### src/rtl/jh_fb_pkg.sv
// Shared types and constants for the heater feedback scheduler.
package jh_fb_pkg;

    typedef enum logic [1:0] {
        ST_IDLE  = 2'd0,
        ST_ISSUE = 2'd1,
        ST_WAIT  = 2'd2,
        ST_WRITE = 2'd3
    } state_t;

    localparam int FB_W  = 6;   // power register width
    localparam int VAL_W = 16;  // setting point / process value width
    localparam int CH_W  = 3;   // channel index width (up to 8 channels)

    localparam logic [FB_W-1:0] DEFAULT_CEIL = 6'd31;

endpackage

### src/rtl/jh_rr_arbiter.sv
// Round-robin arbiter: first asserted request at or after ptr, wrapping mod NUM_CH.
module jh_rr_arbiter
    import jh_fb_pkg::*;
#(
    parameter int NUM_CH = 4
) (
    input  logic [NUM_CH-1:0] req,
    input  logic [CH_W-1:0]   ptr,
    output logic [NUM_CH-1:0] grant,
    output logic [CH_W-1:0]   idx,
    output logic              any
);

    // Scan from ptr upward; the first hit wins and later hits are masked by any.
    always_comb begin
        int k;
        grant = '0;
        idx   = '0;
        any   = 1'b0;
        k     = 0;
        for (int i = 0; i < NUM_CH; i++) begin
            k = int'(ptr) + i;
            if (k >= NUM_CH) k = k - NUM_CH;
            if (!any && req[k]) begin
                any      = 1'b1;
                idx      = CH_W'(k);
                grant[k] = 1'b1;
            end
        end
    end

endmodule

### src/rtl/jh_feedback_sched.sv
// Round-robin scheduler sharing one feedback-update datapath among NUM_CH heater
// channels. Holds per-channel power registers and settle hold-off counters.
// Optional feature macro: JH_FB_WATCHDOG_EN (abort a WAIT that never sees upd_done).
// ch_ovf / ch_udf are live compares on the power registers, so ch_udf reads all
// ones once the power registers have been cleared by reset.
module jh_feedback_sched
    import jh_fb_pkg::*;
#(
    parameter int NUM_CH    = 4,
    parameter int HOLD_TICK = 7,
    parameter int WDOG_CYC  = 255
) (
    input  logic                    clock,
    input  logic                    reset,
    input  logic                    tick,
    input  logic [NUM_CH-1:0]       ch_req,
    input  logic [VAL_W*NUM_CH-1:0] sp_bus,
    input  logic [VAL_W*NUM_CH-1:0] pv_bus,
    input  logic [FB_W-1:0]         max_power,
    input  logic                    power_unlock,
    output logic                    upd_valid,
    input  logic                    upd_ready,
    output logic [CH_W-1:0]         upd_ch,
    output logic [VAL_W-1:0]        upd_sp,
    output logic [VAL_W-1:0]        upd_pv,
    output logic [FB_W-1:0]         upd_fb,
    input  logic                    upd_done,
    input  logic [FB_W-1:0]         upd_fb_new,
    output logic [FB_W*NUM_CH-1:0]  power_bus,
    output logic [NUM_CH-1:0]       ch_ovf,
    output logic [NUM_CH-1:0]       ch_udf,
    output logic                    busy,
    output logic                    wdog_err
);

    localparam logic [4:0] HOLD_V = 5'(HOLD_TICK);

    state_t            state;
    logic [NUM_CH-1:0] pending;
    logic [NUM_CH-1:0] eligible;
    logic [NUM_CH-1:0] clr_mask;
    logic [4:0]        settle [NUM_CH];
    logic [FB_W-1:0]   power  [NUM_CH];
    logic [CH_W-1:0]   rr_ptr;
    logic [CH_W-1:0]   next_ptr;
    logic [FB_W-1:0]   fb_new_q;
    logic [FB_W-1:0]   ceil_val;
    logic [FB_W-1:0]   wr_val;
    logic [NUM_CH-1:0] gnt_oh;
    logic [CH_W-1:0]   gnt_idx;
    logic              gnt_any;
    logic [VAL_W-1:0]  sel_sp;
    logic [VAL_W-1:0]  sel_pv;
    logic [FB_W-1:0]   sel_fb;
    logic              accept;
    logic              wr_en;

`ifdef JH_FB_WATCHDOG_EN
    localparam logic [7:0] WDOG_LAST = 8'(WDOG_CYC - 1);
    logic [7:0] wdog_cnt;
`else
    localparam int unused_wdog_cyc = WDOG_CYC;
    assign wdog_err = 1'b0;
`endif

    // Saturate a datapath result to the active ceiling.
    function automatic logic [FB_W-1:0] fb_clamp(input logic [FB_W-1:0] v,
                                                 input logic [FB_W-1:0] c);
        return (v > c) ? c : v;
    endfunction

    assign ceil_val = power_unlock ? max_power : DEFAULT_CEIL;
    assign wr_val   = fb_clamp(fb_new_q, ceil_val);
    assign accept   = (state == ST_ISSUE) && upd_ready;
    assign wr_en    = (state == ST_WRITE);
    assign next_ptr = (upd_ch == CH_W'(NUM_CH - 1)) ? '0 : upd_ch + 1'b1;
    assign busy     = (state != ST_IDLE);

    jh_rr_arbiter #(.NUM_CH(NUM_CH)) u_arb (
        .req   (eligible),
        .ptr   (rr_ptr),
        .grant (gnt_oh),
        .idx   (gnt_idx),
        .any   (gnt_any)
    );

    // Per-channel eligibility, accept clear mask, status flags and packed power view.
    always_comb begin
        eligible  = '0;
        clr_mask  = '0;
        ch_ovf    = '0;
        ch_udf    = '0;
        power_bus = '0;
        for (int k = 0; k < NUM_CH; k++) begin
            eligible[k]               = pending[k] && (settle[k] == 5'd0);
            clr_mask[k]               = accept && (upd_ch == CH_W'(k));
            ch_ovf[k]                 = (power[k] == ceil_val);
            ch_udf[k]                 = (power[k] == '0);
            power_bus[k*FB_W +: FB_W] = power[k];
        end
    end

    // One-hot payload mux for the granted channel.
    always_comb begin
        sel_sp = '0;
        sel_pv = '0;
        sel_fb = '0;
        for (int k = 0; k < NUM_CH; k++) begin
            if (gnt_oh[k]) begin
                sel_sp |= sp_bus[k*VAL_W +: VAL_W];
                sel_pv |= pv_bus[k*VAL_W +: VAL_W];
                sel_fb |= power[k];
            end
        end
    end

    // Pending requests: a new request in the accept cycle keeps the bit set.
    always_ff @(posedge clock) begin
        if (reset) pending <= '0;
        else       pending <= (pending & ~clr_mask) | ch_req;
    end

    // Power write-back and settle counters; a load in WRITE overrides a tick.
    always_ff @(posedge clock) begin
        for (int k = 0; k < NUM_CH; k++) begin
            if (reset) begin
                power[k]  <= '0;
                settle[k] <= '0;
            end else begin
                if (wr_en && (upd_ch == CH_W'(k))) power[k] <= wr_val;
                if (wr_en && (upd_ch == CH_W'(k)) && (wr_val != power[k]))
                    settle[k] <= HOLD_V;
                else if (tick && (settle[k] != 5'd0))
                    settle[k] <= settle[k] - 5'd1;
            end
        end
    end

    // Transaction FSM with registered handshake outputs and payload.
    always_ff @(posedge clock) begin
        if (reset) begin
            state     <= ST_IDLE;
            upd_valid <= 1'b0;
            upd_ch    <= '0;
            upd_sp    <= '0;
            upd_pv    <= '0;
            upd_fb    <= '0;
            rr_ptr    <= '0;
            fb_new_q  <= '0;
`ifdef JH_FB_WATCHDOG_EN
            wdog_cnt  <= '0;
            wdog_err  <= 1'b0;
`endif
        end else begin
            case (state)
                ST_IDLE: begin
                    if (gnt_any) begin
                        state     <= ST_ISSUE;
                        upd_valid <= 1'b1;
                        upd_ch    <= gnt_idx;
                        upd_sp    <= sel_sp;
                        upd_pv    <= sel_pv;
                        upd_fb    <= sel_fb;
                    end
                end
                ST_ISSUE: begin
                    if (upd_ready) begin
                        state     <= ST_WAIT;
                        upd_valid <= 1'b0;
`ifdef JH_FB_WATCHDOG_EN
                        wdog_cnt  <= '0;
`endif
                    end
                end
                ST_WAIT: begin
                    if (upd_done) begin
                        state    <= ST_WRITE;
                        fb_new_q <= upd_fb_new;
                    end
`ifdef JH_FB_WATCHDOG_EN
                    else if (wdog_cnt == WDOG_LAST) begin
                        state    <= ST_IDLE;
                        wdog_err <= 1'b1;
                        rr_ptr   <= next_ptr;
                    end else begin
                        wdog_cnt <= wdog_cnt + 8'd1;
                    end
`endif
                end
                default: begin
                    state  <= ST_IDLE;
                    rr_ptr <= next_ptr;
                end
            endcase
        end
    end

endmodule
### config.mk
export PLATFORM = sky130hd
export DESIGN_NAME = jh_feedback_sched
export DESIGN_NICKNAME = d
export VERILOG_FILES = /design/src/rtl/jh_fb_pkg.sv /design/src/rtl/jh_rr_arbiter.sv /design/src/rtl/jh_feedback_sched.sv
export SDC_FILE = /design/constraint.sdc
export NUM_CORES = 1
export LEC_CHECK = 0
export CORE_MARGIN = 3
export CORE_UTILIZATION = 55
export CTS_BUF_LIST = sky130_fd_sc_hd__clkbuf_16
export DETAILED_ROUTE_END_ITERATION = 8
export DONT_BUFFER_PORTS = 1
export PLACE_DENSITY = 0.74
export SKIP_LAST_GASP = 1
export SYNTH_ARGS = -nofsm -noshare
export SYNTH_HDL_FRONTEND = slang
export SYNTH_SLANG_ARGS = --single-unit
### constraint.sdc
create_clock -name clock -period 3.85 [get_ports clock]
set_clock_uncertainty 0.05 [all_clocks]
set_input_delay 0.385 -clock clock [delete_from_list [all_inputs] [get_ports clock]]
set_output_delay 0.385 -clock clock [all_outputs]
set_load 0.01 [all_outputs]
; Word-level counts from Yosys, hierarchy flattened
; Memories as Yosys holds them, arrays and structs flattened.
; Index checks and enable logic that the tools add are counted.
; W data, S select, Z words.
[op_classes]
n_addsub = 12
magnitude_cmp = 13
n_eq_ne = 17
n_mux = 112
n_bitwise = 27
n_reduce_logical = 52
[op_table]
columns = cell, n
row1 = $ge A32 B1 Y1 const B, 4
row2 = $lt A32 B4 Y1 const B, 4
row3 = $mux W16, 8
row4 = $mux W32, 4
row5 = $ge A32 B4 Y1 const B, 3
row6 = $or A16 B16 Y16, 6
row7 = $sub A32 B4 Y32 const B, 3
row8 = $mux W1, 60
row9 = $mux W6, 10
row10 = $mux W5, 8
row11 = $logic_and A1 B1 Y1, 28
row12 = $eq A6 B6 Y1, 4
row13 = $logic_not A6 Y1, 4
row14 = $ne A6 B6 Y1, 4
row15 = $logic_not A5 Y1, 4
row16 = $reduce_bool A5 Y1, 4
row17 = $sub A5 B1 Y5 const B, 4
row18 = $or A6 B6 Y6, 3
row19 = $mux W4, 4
row20 = $or A4 B4 Y4, 4
row21 = $mux W3, 5
row22 = $or A1 B1 Y1, 12
row23 = $add A3 B2 Y4 const B, 2
row24 = $bmux W1 S2, 4
row25 = other kinds (23), 37
[totals]
register_bits = 57
ramBits = 44
inputBits = 150
output_inout_bits = 76
mem_count = 2
[mem_list]
columns = name, depth, width, read_ports, rd_ports_with_merged_regs, wr, line
row1 = power, 4, 6, 4, 0, 4, jh_feedback_sched.sv:43  ; logic [FB_W-1:0] power [NUM_CH];
row2 = settle, 4, 5, 4, 0, 4, jh_feedback_sched.sv:42  ; logic [4:0] settle [NUM_CH];

; Logic depth before layout (Yosys ltp)
; Gate-level depths: netlist of run 1.
; An unclocked memory read counts as a cell.
[logic_depth]
word_depth = 23
mapped_depth = 13
depth_no_buf = 11

; Modules after synthesis
; Synthesis of run 1 repeated with hierarchy kept, for this count alone.
[unflattened]
cells_unflattened = 762
area_unflattened_um2 = 6867.8
[modules_own_cells]
columns = module, instances, cells_per_inst, area_each_um2, seq_area_each_um2
row1 = jh_feedback_sched, 1, 684, 6213.5, 2462.4
row2 = jh_rr_arbiter, 1, 78, 654.4, 0.0

; Worst setup path after synthesis of run 1
; OpenSTA, ideal clock, no wires.
[synth_timing]
path_type = input to register
from = input power_unlock
to = memory settle[3][0], enable pin
setup_ps = 312
t_arrival_ps = 3157
required_ps = 3488
path_slack_ps = 331
path_stages = 13
path_cell_list = nor2b_1 clkbuf_1 ha_1 nor2b_1 o21ai_1 o211a_1 clkbuf_1 nor3_1 or2_2 buf_2 xor2_1 a41oi_1 or3_1
[synth_rtl]
columns = element, line
row1 = start: declaration, jh_feedback_sched.sv:20  ; input logic power_unlock,
row2 = end: declaration, jh_feedback_sched.sv:42

==> metrics, run 1 <==
Worst VDD drop ~220 µV; Root Buffer clkbuf_16; Layout fillers 938; Die ar. roughly 14000 µm²; Post-synth EDFFs 44; drt wl/cell 22.2 µm; die width between 100 and 150 µm; Clk Latency, worst-skew pair 0.35 ns; Worst Setup End Kind register; final RePlAce weighted congestion 0.981; Post-Synthesis Cell Area just under 7000 µm²; final worst path period share about nine tenths; final hold vios 0; Rel. slew slack a little under 30%; synth unique cells 66; via count 5934; Final Non-Filler Cells a little under 900; Synth top area share 19.7%; reg2reg start settle[3][0]; Yosys Warn Count 0; fin nets 905; final core occ 61.0%; worst endpoint data arrival time roughly 3.6 ns; WHS Endpoint upd_valid; CTS Buffer Depth 2; # placed instances 853; area of the multi-input gates around 4000 µm²; Reg area 2460 µm²; post-CTS setup buffers 0; fmax 294 MHz; Clock transition at path regs 0.07 ns; leading area contributor after synthesis edfxtp_1; status complete, no violations; Rows 39; initial antenna violation count 0; GR Util All Layers 26.6%; hold-critical path depth 1; I/O Pins around 230; total negative slack 0 ns; first-pass GRT wire length 28500 µm; Initial Utilization between 50 and 60%; H-tree depth 3; register area share after synthesis 36.6%; most frequent cell after synthesis nor2_1; DIE HEIGHT 117 µm; CTS Hold Bufs 0; clock buffer count from CTS 9; Hold WS around 0.064 ns; total wire length 19300 µm; Reg2Reg Setup Slack 0.45 ns; crit path launch type register; post-place instance area 6810 µm²; Syn Inst Count 744; core area 11700 µm²; Crit path required time a little over 4 ns; 1st-pass router iterations 9; post-route cell area 7110 µm²; RSZ-0062 raised after global routing no; grt ovf 0; min cycle time layout around 3.4 ns; CTS tree built; Routed Antenna Nets 0; PD cells approximately 460 nW/µm²; min-delay src reset; clk sink count 101; top_reg_cell synth dfxtp_1; Antenna diodes 0; leakage approximately 0.0026 µW; Worst Path Max Fanout 38; R2R Path End upd_pv[1]; largest net degree at the start of global routing between 70 and 80; Buf/Inv on CP 2; Starting DRT DRC Count 864; # DRC 0; CP delay by family, top simple AND/OR/NAND/NOR gates; syn_area_per_cell 9.03 µm²; crit-path cells inv_1, ha_1, nor4b_4, nand2_2, mux4_2, nor4_2, a22oi_1, nand3_1, buf_4, a222oi_1, a211oi_1; Port Buf Inserts 0; syn nets 928; FF-to-FF path depth 11; vias in the first global route 5511; maxcap violations 0; hpwl dp 14400 µm; synth-to-layout area growth 5.85%; Worst-Margin Slew 1.03 ns; Via density 6.83; cell depth of the worst setup path 11; Synth Register Bits 101; Hold Crit Class input pin to register; top cells by count, synth nor2_1, a21oi_1, dfxtp_1; Crit-path slowest cell mux4_2; largest cells by area after synthesis edfxtp_1, dfxtp_1, ha_1, a222oi_1, nor2_1; largest stage delay on the critical path 0.58 ns; kind of critical path register to register; fraction of final layout cells sized beyond drive strength 1 8.13%; Max Slew Vio Count 0; final setup violating endpoints 0; post-CTS sizing 0; Post-synth ARST share 0%
==> state kept, by name (all words and copies together), names as in the netlist <==
name,flops
rr_ptr,3
upd_fb,6
upd_sp,16
state,2
pending,4
power,24
upd_valid,1
fb_new_q,6
upd_pv,16
upd_ch,3
settle,20
==> per-layer routing <==
| layer | up-vias | GRT usage (%) | wire length (µm) |
|---|---|---|---|
| met4 | 0 | 7.95 | 389 |
| met3 | 41 | 5.39 | 1530 |
| met1 | 2837 | 37.2 | 8160 |
| met2 | 322 | 42.1 | 9200 |
| met5 | - | 0 | 0 |
| li1 | 2734 | - | - |
==> worst register-to-register path, delay by kind of cell (launching register included) <==
kind | cells | cell delay [ns]
AOI/OAI and AO/OA | 3 | 0.56
buffers and inverters | 2 | 0.49
muxes | 1 | 0.58
adders and majority gates | 1 | 0.17
and+or+nand+nor | 4 | 1.09
DFF | 1 | 0.38
==> stage by stage <==
step	setup WS (ns)	power [µW]
final	0.454	3290
after floorplan	0.331	2170
after global routing	0.125	3470
after detailed placement	0.256	2390
after global placement	0.430	2340
after CTS	0.468	3300
==> cell families (layout without fill, tap and decap cells) <==
kind of cell | after synthesis | in the layout | synth area share, %
other | 1 | 1 | 0.0558
adder cells (fa/ha/maj) | 34 | 34 | 6.33
multiplexers | 20 | 20 | 3.72
buffers and inverters | 87 | 69 | 5.71
AND/OR/NAND/NOR | 242 | 242 | 17.9
flip-flops | 101 | 101 | 36.6
AO/OA/AOI/OAI | 207 | 207 | 22.9
XOR/XNOR | 52 | 52 | 6.78
==> layout by cell type, fill, tap and decap left out, drive strengths merged, types with 3 or more instances in the layout <==
cell type  count
nor2          96
a21oi         67
dfxtp         57
nand2         51
edfxtp        44
a211oi        41
a222oi        37
inv           37
ha            34
xnor2         31
xor2          21
buf           19
nor3          16
mux2i         16
nand2b        15
nand3         10
clkbuf        10
o21ai         10
or2            8
nor2b          6
o211ai         6
and3           6
o221ai         6
or3            6
nand4          6
a2111oi        5
a41oi          5
and2           5
nor4b          5
or4            4
mux4           4
nor4           4
o22ai          3
a22oi          3
clkinv         3
==> how the worst max path moves through the flow <==
stage | start | endpoint | slack [ns]
after global placement | max_power[2] | settle[1][3] | 0.43
after detailed placement | max_power[4] | settle[1][1] | 0.26
final | settle[3][0] | upd_pv[1] | 0.45
after global routing | fb_new_q[3] | settle[1][4] | 0.13
after floorplan | power_unlock | settle[3][0] | 0.33
after CTS | settle[3][0] | upd_sp[1] | 0.47
==> where the power goes <==
| part | total, µW | switching [µW] | leakage (µW) | internal (µW) |
|---|---|---|---|---|
| registers | 1490 | 212 | 0.000926 | 1280 |
| logic | 888 | 529 | 0.00148 | 359 |
| clock network | 916 | 427 | 0.000150 | 489 |
==> layout make-up <==
cell class                 count  area share (%)
sequential                   101            34.6
clock buffer                  10            3.52
timing repair buffer          19            2.18
clock inverter                 6           0.703
tap                          143            2.51
inverter                      34            1.79
multi-input combinational    556            54.7
Note: power is estimated with default switching activity, not from simulation.
==> inputs of run 2 (changes only) <==
--- a/config.mk
+++ b/config.mk
@@ -6,11 +6,11 @@
 export NUM_CORES = 1
 export LEC_CHECK = 0
 export CORE_MARGIN = 3
-export CORE_UTILIZATION = 55
+export CORE_UTILIZATION = 60
 export CTS_BUF_LIST = sky130_fd_sc_hd__clkbuf_16
 export DETAILED_ROUTE_END_ITERATION = 8
 export DONT_BUFFER_PORTS = 1
-export PLACE_DENSITY = 0.74
+export PLACE_DENSITY = 0.8
 export SKIP_LAST_GASP = 1
 export SYNTH_ARGS = -nofsm -noshare
 export SYNTH_HDL_FRONTEND = slang
==> run 2 against run 1 <==
The flow now finishes with violations (DRC). Power rose by 1.4%. Routed wire length grew 2.6%. Combinational power grew 3.0%. Die area down 7.9%. Critical endpoint is now upd_pv[2]. Largest power group unchanged. Highest routed layer unchanged.
==> metrics, run 2 (synthesized netlist as in run 1, its figures left out) <==
min cycle time layout roughly 3.5 ns; GR Util All Layers 30.1%; Reg area 2460 µm²; Worst VDD drop around 340 µV; Routed Antenna Nets 0; worst endpoint data arrival time 3.63 ns; most frequent cells in the layout nor2_1, a21oi_1, dfxtp_1, nand2_1, edfxtp_1; Largest regs power: 24 flops, settle: 20 flops; kind of critical path register to register; Worst-Margin Slew 1.03 ns; Crit-path slowest cell mux4_2; met3 usage roughly 6.5%; largest net degree at the start of global routing between 70 and 80; core area 10900 µm²; Worst Setup End Kind register; fin nets 910; Hold WS 0.0441 ns; DIE HEIGHT 112 µm; initial antenna violation count 0; area of the multi-input gates around 3900 µm²; Starting DRT DRC Count 969; clock buffer count from CTS 9; Root Buffer clkbuf_16; final setup violating endpoints 0; post-CTS setup buffers 0; final worst path period share 89.7%; total wire length between 15000 and 20000 µm; final RePlAce weighted congestion 0.953; Cell Int Power between 2000 and 2500 µW; Port Buf Inserts 0; via count a little over 6000; CTS Buffer Depth 2; CTS tree built; grt ovf 0; Rel. slew slack around 30%; crit-path cells inv_1, ha_1, nor4b_4, nand2_2, mux4_2, nor2_1, a21oi_1, a221o_1, buf_12, a222oi_1, a211oi_1; final hold vios 0; Antenna diodes 0; vias in the first global route 5807; Initial Utilization 61.7%; PD cells 466 nW/µm²; largest stage delay on the critical path between 0.5 and 0.6 ns; 1st-pass router iterations 9; leakage 0.00258 µW; Worst Path Max Fanout 38; fraction of final layout cells sized beyond drive strength 1 8.89%; clk sink count 101; total negative slack 0 ns; Clk pwr share around 28%; Via density 6.99; GR Util met2 about half; H-tree depth 3; CTS Hold Bufs 0; RSZ-0062 raised after global routing no; fmax 289 MHz; first-pass GRT wire length 30600 µm; post-CTS sizing 0; GR Util met1 38.3%; Max Slew Vio Count 0; Clk Latency, worst-skew pair about 0.36 ns; drt wl/cell 22.7 µm; net load switching power 1230 µW; Die ar. 12500 µm²; Rows 38; die width 112 µm; combinational share of power a little over a quarter; Layout fillers 860; sw frac 36.8%; synth-to-layout area growth 6.76%; status finished, violations left; violations in the final reports DRC; commonest non-fill, non-tap cell in the layout nor2_1; grt peak-use layer met2; CP delay by family, top compound AO/OA/AOI/OAI gates; Biggest register power; part of the power in registers 44.7%; final core occ 65.9%; # DRC 17; max reg flops 24; Clock transition at path regs 0.08 ns; Buf/Inv on CP 2; maxcap violations 0; I/O Pins ~230; crit path launch type register; Hold Crit Class input pin to register; hpwl dp around 15000 µm; Crit path required time 4.03 ns
==> run 2: power by group through the flow <==
stage | clock network (µW) | logic (µW) | registers, µW
after floorplan | 0 | 720 | 1450
after global placement | 0 | 847 | 1510
after detailed placement | 0 | 896 | 1510
after CTS | 935 | 904 | 1490
after global routing | 976 | 1010 | 1510
final | 931 | 915 | 1490
==> run 2: per-stage QoR <==
step / setup WS, ns / std cells / power, µW / cell area [µm²]
finish: 0.395 / 871 / 3340 / 7180
global route: 0.238 / 871 / 3500 / 7180
CTS: 0.435 / 871 / 3330 / 7180
detailed placement: 0.304 / 855 / 2410 / 6870
global placement: 0.452 / 855 / 2350 / 6870
floorplan: 0.331 / 744 / 2170 / 6720
==> run 2: metal layers <==
layer / share of wire (%) / vias up
met1: 39 / 2884
met2: 48 / 393
met3: 9.7 / 71
met5: 0 / -
li1: - / 2741
met4: 3.5 / 0
==> run 2: area by class of cell <==
type / instances / share of cell area (%)
clock inverter: 7 / 1.08
tap: 140 / 2.44
multi-input combinational: 556 / 54.2
sequential: 101 / 34.3
timing repair buffer: 24 / 3.03
inverter: 34 / 1.78
clock buffer: 9 / 3.14
==> run 2: final timing paths <==
check,start,end,cells after the start,slack (ns)
setup reg to reg,settle[3][0],upd_pv[2],11,0.39
setup / recovery,settle[3][0],upd_pv[2],11,0.39
hold / removal,reset,fb_new_q[4],1,0.04
hold reg to reg,fb_new_q[0],fb_new_q[0],2,0.45
==> inputs of run 3 (changes only) <==
--- a/config.mk
+++ b/config.mk
@@ -6,11 +6,11 @@
 export NUM_CORES = 1
 export LEC_CHECK = 0
 export CORE_MARGIN = 3
-export CORE_UTILIZATION = 60
+export CORE_UTILIZATION = 40
 export CTS_BUF_LIST = sky130_fd_sc_hd__clkbuf_16
 export DETAILED_ROUTE_END_ITERATION = 8
 export DONT_BUFFER_PORTS = 1
-export PLACE_DENSITY = 0.8
+export PLACE_DENSITY = 0.58
 export SKIP_LAST_GASP = 1
 export SYNTH_ARGS = -nofsm -noshare
 export SYNTH_HDL_FRONTEND = slang
==> run 3 against run 2 <==
The run now ends clean. Routed wire length is 5.0% higher. Sequential power hardly changed. Combinational power fell by 2%. Non-clock buffer count did not move.
==> metrics, run 3 (synthesized netlist as in run 1, its figures left out) <==
status complete, no violations; Hold Crit Class input pin to register; hpwl dp roughly 16000 µm; Worst VDD drop between 200 and 250 µV; via count 5969; max reg flops 24; 1st-pass router iterations 9; post-CTS sizing 0; vias in the first global route ~5800; fmax 281 MHz; H-tree depth 3; slack of the critical path 0.288 ns; Worst-Margin Slew 0.925 ns; drt wl/cell 21.9 µm; Rel. slew slack a little under two fifths; fin nets 910; Hold WS 0.0719 ns; kind of critical path register to register; Worst Setup Slack post-DPL 0.375 ns; DIE HEIGHT between 100 and 150 µm; Routed Antenna Nets 0; final hold vios 0; Biggest register power; Largest regs power: 24 flops, settle: 20 flops; most frequent cells in the layout nor2_1, a21oi_1, dfxtp_1, nand2_1, edfxtp_1; # DRC 0; clk sink count 101; largest net degree at the start of global routing 78; CTS Buffer Depth 2; Crit-path slowest cell mux4_2; crit path launch type register; maxcap violations 0; final RePlAce weighted congestion about 0.86; Crit path required time 4.06 ns; post-place instance area 6960 µm²; core area 16200 µm²; total negative slack 0 ns; Antenna diodes 0; leakage 0.00258 µW; Rows 46; RSZ-0062 raised after global routing no; initial antenna violation count 0; first-pass GRT wire length about 31000 µm; Clk Latency, worst-skew pair 0.35 ns; Root Buffer clkbuf_16; grt ovf 0; Die ar. 18400 µm²; Port Buf Inserts 0; final worst path period share 92.5%; I/O Pins ~230; post-CTS setup buffers 0; worst endpoint data arrival time ~3.8 ns; commonest non-fill, non-tap cell in the layout nor2_1; crit-path cells inv_1, ha_1, nor4b_2, nand2_1, mux4_2, nor4_2, a22oi_1, nand3_1, buf_4, a222oi_1, a211oi_1; fraction of final layout cells sized beyond drive strength 1 8.89%; Clock transition at path regs 0.08 ns; synth-to-layout area growth 7.80%; largest stage delay on the critical path approximately 0.57 ns; Reg2Reg Setup Slack 0.29 ns; Worst Setup End Kind register; GR Util All Layers 21.3%; post-route cell area roughly 7200 µm²; die width roughly 140 µm; min cycle time layout 3.56 ns; PD cells 454 nW/µm²; CTS Hold Bufs 0; Initial Utilization about two fifths; Via density 6.30; clock buffer count from CTS 9; final setup violating endpoints 0; Max Slew Vio Count 0; total power 3290 µW; CTS tree built; Worst Path Max Fanout 17; total wire length 20800 µm; Starting DRT DRC Count 600
## run 3: changes by cell type in the layout (fill, tap and decap cells not counted), sizes merged
cell      before  now
clkinvlp       1    0
inv           37   38
## run 3: critical path, delay by kind of cell, from the launching register on
family,cells,cell delay (ns)
buffers and inverters,2,0.44
AND/OR/NAND/NOR,4,1.34
flip-flops,1,0.41
multiplexers,1,0.57
adder cells (fa/ha/maj),1,0.19
AO/OA/AOI/OAI,3,0.45
## run 3: metrics by stage
step	instances	util [%]
floorplan	744	-
global placement	931	43.0
detailed placement	931	43.0
CTS	947	44.8
global route	947	44.8
finish	947	44.8
## run 3: cell type report
cell class | instances | area, µm²
clock buffer | 9 | 225
timing repair buffer | 24 | 205
inverter | 34 | 128
sequential | 101 | 2460
fill | 1560 | 8930
multi-input combinational | 556 | 3890
tap | 216 | 270
clock inverter | 7 | 65.1
## run 3: power by group
part / total, µW / leakage [µW] / internal, µW / switching (µW)
clock network: 903 / 0.000147 / 456 / 448
registers: 1490 / 0.000926 / 1280 / 212
logic: 896 / 0.00150 / 366 / 530
total: 3290 / 0.00258 / 2100 / 1190
## run 3: worst paths after layout
path / startpoint / end / cells after the start
hold reg to reg: fb_new_q[0] / fb_new_q[0] / 2
hold / removal: reset / upd_fb[3] / 1
setup / recovery: settle[2][0] / upd_sp[3] / 11
setup reg to reg: settle[2][0] / upd_sp[3] / 11
## run 3: routing by layer
layer	global-route usage (%)	wire, µm
met4	6.83	510
met3	5.35	1760
met5	0	0
met2	35.6	10200
met1	27.2	8350
